`src/rtl/wptr_level_ctrl.sv`:
```
// Write-domain pointer controller for an async FIFO: binary/Gray write pointers,
// registered full, fill level, programmable almost-full, write-accept pulse and sticky overflow.
module wptr_level_ctrl #(
  parameter int PTR_WIDTH = 3
) (
  input  logic                 wclk,
  input  logic                 wrst_n,
  input  logic                 w_en,
  input  logic [PTR_WIDTH:0]   g_rptr_sync,
  input  logic [PTR_WIDTH:0]   af_thresh,
  input  logic                 ovf_clr,
  output logic [PTR_WIDTH:0]   b_wptr,
  output logic [PTR_WIDTH:0]   g_wptr,
  output logic                 w_ack,
  output logic                 full,
  output logic                 almost_full,
  output logic [PTR_WIDTH:0]   w_level,
  output logic                 overflow
);

  localparam int PW = PTR_WIDTH;

  // Handshake: w_en is a request with no hold requirement; a request made while the
  // registered full is 0 is accepted at that edge and w_ack pulses for one cycle after it.
  // A request made while full is 1 is dropped and sets overflow.
  logic          wr_ok;
  logic [PW:0]   b_wptr_next;
  logic [PW:0]   g_wptr_next;
  logic [PW:0]   b_rptr_sync;
  logic [PW:0]   g_full_cmp;
  logic [PW:0]   level_next;

  always_comb begin
    wr_ok       = w_en & ~full;
    b_wptr_next = b_wptr + {{PW{1'b0}}, wr_ok};
    g_wptr_next = b_wptr_next ^ (b_wptr_next >> 1);
    g_full_cmp  = {~g_rptr_sync[PW:PW-1], g_rptr_sync[PW-2:0]};
    level_next  = b_wptr_next - b_rptr_sync;
  end

  // Gray-to-binary: each binary bit is the XOR of all Gray bits at or above it.
  always_comb begin
    b_rptr_sync = '0;
    for (int i = 0; i <= PW; i++) begin
      b_rptr_sync[i] = ^(g_rptr_sync >> i);
    end
  end

  always_ff @(posedge wclk) begin
    if (!wrst_n) begin
      b_wptr      <= '0;
      g_wptr      <= '0;
      w_ack       <= 1'b0;
      full        <= 1'b0;
      almost_full <= 1'b0;
      w_level     <= '0;
      overflow    <= 1'b0;
    end else begin
      b_wptr      <= b_wptr_next;
      g_wptr      <= g_wptr_next;
      w_ack       <= wr_ok;
      full        <= (g_wptr_next == g_full_cmp);
      almost_full <= (level_next >= af_thresh);
      w_level     <= level_next;
      // Set has priority over clear.
      if (w_en && full) begin
        overflow <= 1'b1;
      end else if (ovf_clr) begin
        overflow <= 1'b0;
      end
    end
  end

endmodule

```
`config.mk`:
```
export PLATFORM = sky130hd
export DESIGN_NAME = wptr_level_ctrl
export DESIGN_NICKNAME = d
export VERILOG_FILES = /design/src/rtl/wptr_level_ctrl.sv
export SDC_FILE = /design/constraint.sdc
export NUM_CORES = 1
export LEC_CHECK = 0
export ABC_AREA = 1
export ABC_CLOCK_PERIOD_IN_PS = 3080
export CAP_MARGIN = 20
export CORE_MARGIN = 2
export CORE_UTILIZATION = 25
export CTS_BUF_LIST = sky130_fd_sc_hd__clkbuf_8
export DETAILED_ROUTE_END_ITERATION = 6
export GPL_TIMING_DRIVEN = 0
export PLACE_DENSITY = 0.59
export SLEW_MARGIN = 10
export SYNTH_ARGS = -nofsm -noshare
export SYNTH_HDL_FRONTEND = slang
export SYNTH_SLANG_ARGS = --single-unit
```
`constraint.sdc`:
```
create_clock -name wclk -period 3.08 [get_ports wclk]
set_input_delay 0.308 -clock wclk [delete_from_list [all_inputs] [get_ports wclk]]
set_output_delay 0.308 -clock wclk [all_outputs]
set_load 0.02 [all_outputs]
```
Word level (Yosys, flattened, before mapping) --
Cells that the tools add are included.
Operators by class: $add $sub $neg 2, magnitude comparators 1, equal/unequal tests 1, multiplexer cells 2, bitwise operators 4, reduce and logical (&&, ||, !) cells 6
Operators by type and width (count):
- $reduce_xor A4 Y1 | 4
- $add A4 B1 Y4 | 1
- $eq A4 B4 Y1 | 1
- $ge A4 B4 Y1 | 1
- $sub A4 B4 Y4 | 1
- $xor A4 B3 Y4 | 1
- $mux W1 | 2
- $not A2 Y2 | 1
- $reduce_bool A2 Y1 | 1
- $and A1 B1 Y1 | 1
- $logic_and A1 B1 Y1 | 1
- $not A1 Y1 | 1
Storage, ports and cells: bits in registers 16, input bits 12, output and inout bits 16, logic and storage cells 23

Depth between registers and ports, before layout --
depth in word-level cells 5, gate-level depth with buffers 20, mapped depth without buffers 20

Worst setup path after synthesis --
Ideal clock, no wire load.
kind reg-to-reg, from reg full, to reg almost_full, setup time 0.109 ns, arrival 2.478 ns, data required time 2.971 ns, path slack 0.493 ns, stages on the path, launching flop included 13, path buffers 0, clock period less this slack 2.587 ns, cell sequence dfxtp_1 > nor2_1 > ha_1 > ha_1 > inv_1 > fa_1 > or2_2 > nand2_1 > ha_1 > o211ai_1 > nand3_1 > nand2_1 > inv_1
On the way: word-level cells in the longest chain between the ends 5
Ends and longest elaborated chain:
- start: declaration | RTL line 15 | output logic full,
- start signal: assignment | RTL line 62 | full <= (g_wptr_next == g_full_cmp);
- $not A1 Y1 | RTL line 34 | wr_ok = w_en & ~full;
- $and A1 B1 Y1 | RTL line 34
- net wr_ok | RTL line 26 | logic wr_ok;
- $add A4 B1 Y4 | RTL line 35 | b_wptr_next = b_wptr + {{PW{1'b0}}, wr_ok};
- net b_wptr_next[1] | RTL line 27 | logic [PW:0] b_wptr_next;
- $sub A4 B4 Y4 | RTL line 38 | level_next = b_wptr_next - b_rptr_sync;
- net level_next[2] | RTL line 31 | logic [PW:0] level_next;
- $ge A4 B4 Y1 | RTL line 63 | almost_full <= (level_next >= af_thresh);
- end signal: assignment | RTL line 63
- end: declaration | RTL line 16 | output logic almost_full,
The timed path passes the listed nets, and every way through them passes these cells. A chain may end at the register's enable or synchronous reset.

Worst setup path in the final report --
from in g_rptr_sync[3], to reg almost_full
On the way: word-level cells in the longest chain between the ends 3, elaborated cells on any way between the ends 6, those cells by class add/sub: 1; order compare: 1; reduce/logical: 4
Ends and longest elaborated chain:
- start: declaration | RTL line 9 | input logic [PTR_WIDTH:0] g_rptr_sync,
- $reduce_xor A4 Y1 | RTL line 45 | b_rptr_sync[i] = ^(g_rptr_sync >> i);
- $sub A4 B4 Y4 * | RTL line 38
- net level_next[2] | RTL line 31
- $ge A4 B4 Y1 * | RTL line 63
Mark *: on every way through the listed nets, which the timed path passes. The rest lies on a longest branch.

==> flow_metrics.tcl <==
set metrics [dict create \
    outcome "finished clean" \
    dp_hpwl_um 1600 \
    synth_seq_cells 15 \
    end_kind "flip-flop" \
    worstMarginPinSlew_ns 0.448 \
    p_leak_uw 0.000647 \
    yosysTopAreaCell "dfxtp_1" \
    cts.sinks 15 \
    grt_start_max_net_pins 11 \
    diodes 0 \
    crit_chain "clkdlybuf4s50_1 > xnor2_2 > xor2_2 > xor2_1 > ha_1 > fa_1 > or2_2 > nand2_1 > ha_1 > o211ai_1 > nand3_1 > nand2_1 > inv_1" \
    slowest_stage "clkdlybuf4s50_1" \
    hold_buffers 0 \
    htreeDepth 1 \
    drt-total-wl_um 1950 \
    synth-edff-count 0 \
    internal_power_uw 429 \
    synthTopCellsByArea "dfxtp_1 34%, nand2_1 14%, ha_1 13%" \
    synth_top_area_share_pct 33.9 \
    cp.required_ns 3.23 \
    syn-num-nets 147 \
    rsz0062_at_grt "no" \
    seq_power_share_pct 35.5 \
    fin_nets 181 \
    wl_per_cell_um 9.57 \
    power_frac_comb_pct 40.8 \
    drtAntennaViolNets 0 \
    via_per_inst 4.19 \
    drive_above_1_share_pct 8.23 \
    ys_async_sr_fraction_pct 0 \
    maxSlewHeadroom_pct 70.1 \
    start_util_pct 26.3 \
    grt_pass1_wl_um 3260 \
    syn_area_um2 885 \
    vias 855 \
    fin_hold_ws_ns 0.466 \
    critPathMaxFanout 3 \
    clockBufferDepth 2 \
    row_count 21 \
    clk_pin_slew_ns 0.06 \
    period_needed_ns 2.85 \
    ff2ff_path_depth 12 \
    max-cap-violations 0 \
    ioPinCount 28 \
    die_width_um 63.5 \
    finalClockSkew_ns 0.00364 \
    crit_family "adder cells" \
    synth_ff_type "dfxtp_1" \
    clockRootBuffer "clkbuf_8" \
    drc_errors 0 \
    swShare_pct 33.0 \
    period_share_pct 92.6 \
    antenna_found_initial 0 \
    critPathLaunchType "primary input" \
    grt_pass1_vias 799 \
    firstDrtPassIters 4 \
    initialDrtViolationCount 13 \
    utilization_pct 38.4 \
    ys_types 18 \
    crit_type "in -> reg" \
    final_area_um2 1290 \
    fp.dieH_um 63.5 \
    syn_area_per_cell_um2 7.08 \
    core-area_um2 3360 \
    critPathMaxStageDelay_ns 0.49 \
    worst-path-buf-inv 2 \
    port_buffers 27 \
    finalSetupViolations 0 \
    whs_path_depth 2 \
    clock_latency_ns 0.24 \
    cp.depth 13 \
    area_growth_syn_to_layout_pct 46.1 \
    dieArea_um2 4030 \
    overflow 0 \
    routabilityCongestion 0.804 \
    grt_usage_pct 10.4 \
    syn-instance-count 125 \
    min_path_type "reg -> reg" \
    synth_warnings 0 \
    powerDensity_nw_per_um2 495 \
    synth.yosys.seq_area_share_pct 33.9 \
    hold_viol_final 0 \
    slew_violations 0 \
    clkPwrFrac_pct 23.7 \
    tritoncts.num_buffers 3 \
    arrival_ns 3.00 \
    fmax_ghz 0.350 \
    ir_drop_mv 0.129 \
    dpl-instance-area_um2 1210 \
    p_switching_uw 211 \
    cts_tree "built" \
]
## final timing paths
path	slack [ns]	end	startpoint
max	0.23	almost_full$_SDFF_PN0_	g_rptr_sync[3]
min	0.47	overflow$_SDFFE_PN0P_	overflow$_SDFFE_PN0P_
max reg2reg	0.47	almost_full$_SDFF_PN0_	full$_SDFF_PN0_
min reg2reg	0.47	overflow$_SDFFE_PN0P_	overflow$_SDFFE_PN0P_
## layout by cell type (no fill, tap or decap), types with 2 or more instances in the layout
| cell | instances |
|---|---|
| ha_2 | 2 |
| nand3_1 | 14 |
| buf_4 | 3 |
| nand4_1 | 3 |
| clkdlybuf4s50_1 | 27 |
| dfxtp_1 | 15 |
| clkbuf_8 | 3 |
| nand2_1 | 32 |
| nor2_1 | 12 |
| ha_1 | 6 |
| a21oi_1 | 5 |
| inv_1 | 25 |
## area by class of cell
| class | count | area, um^2 |
|---|---|---|
| tap | 46 | 57.6 |
| sequential | 15 | 300 |
| timing repair buffer | 29 | 285 |
| clock buffer | 3 | 41.3 |
| buffer | 2 | 11.3 |
| inverter | 24 | 90.1 |
| clock inverter | 1 | 3.75 |
| multi-input combinational | 84 | 503 |
| fill | 369 | 2070 |
## per-stage QoR
| step | worst slack [ns] | total power, uW | cells | setup TNS (ns) |
|---|---|---|---|---|
| 2_1_floorplan | 0.493 | 391 | 125 | 0 |
| 3_3_place_gp | -0.111 | 477 | 198 | -0.111 |
| 3_5_place_dp | -0.134 | 485 | 198 | -0.134 |
| 4_1_cts | 0.112 | 642 | 202 | 0 |
| 5_1_grt | 0.00448 | 686 | 204 | 0 |
| 6_report | 0.227 | 640 | 204 | 0 |
## what timing repair did
item                                    in CTS  in global routing
endpoints found under the hold margin        0                  0
buffers inserted                             0                  2
resized for setup                            0                  4
endpoints found under the setup margin       0                  1
## worst min-delay path, stage by stage (launching register included)
cell and delay [ns]:
dfxtp_1 0.31, nand2_1 0.06, a21oi_1 0.05
## power groups by stage
stage          sequential [uW]  clock (uW)  combinational [uW]
2_1_floorplan              262           0                 129
6_report                   227         152                 261
5_1_grt                    230         167                 289
3_5_place_dp               231           0                 253
3_3_place_gp               231           0                 246
4_1_cts                    227         158                 257
## registers in the layout, indices dropped and copies added (netlist names)
name and flops:
w_ack 1, b_wptr 4, overflow 1, g_wptr 3
w_level 4, almost_full 1, full 1
## Yosys cell counts, types with 3 or more instances
| cell | count |
|---|---|
| nor2_1 | 12 |
| a21oi_1 | 5 |
| nand4_1 | 3 |
| ha_1 | 9 |
| inv_1 | 24 |
| nand3_1 | 14 |
| dfxtp_1 | 15 |
| nand2_1 | 33 |
## cell families (layout without fill, tap and decap cells)
kind of cell | Yosys count | count (layout) | synth area share [%]
XOR/XNOR | 3 | 3 | 4.67
buffers and inverters | 26 | 59 | 11.5
AO/OA/AOI/OAI | 7 | 7 | 4.53
adder cells (fa/ha/maj) | 10 | 10 | 15.0
flip-flops | 15 | 15 | 33.9
AND/OR/NAND/NOR | 64 | 64 | 30.4
## layer usage
| layer | vias up | track usage [%] | wire length [um] |
|---|---|---|---|
| li1 | 453 | - | - |
| met3 | 4 | 2.68 | 79 |
| met1 | 376 | 12.0 | 913 |
| met5 | - | 0 | 0 |
| met4 | 0 | 5.71 | 40 |
| met2 | 22 | 17.4 | 920 |
Power figures use the tool's default switching activity.
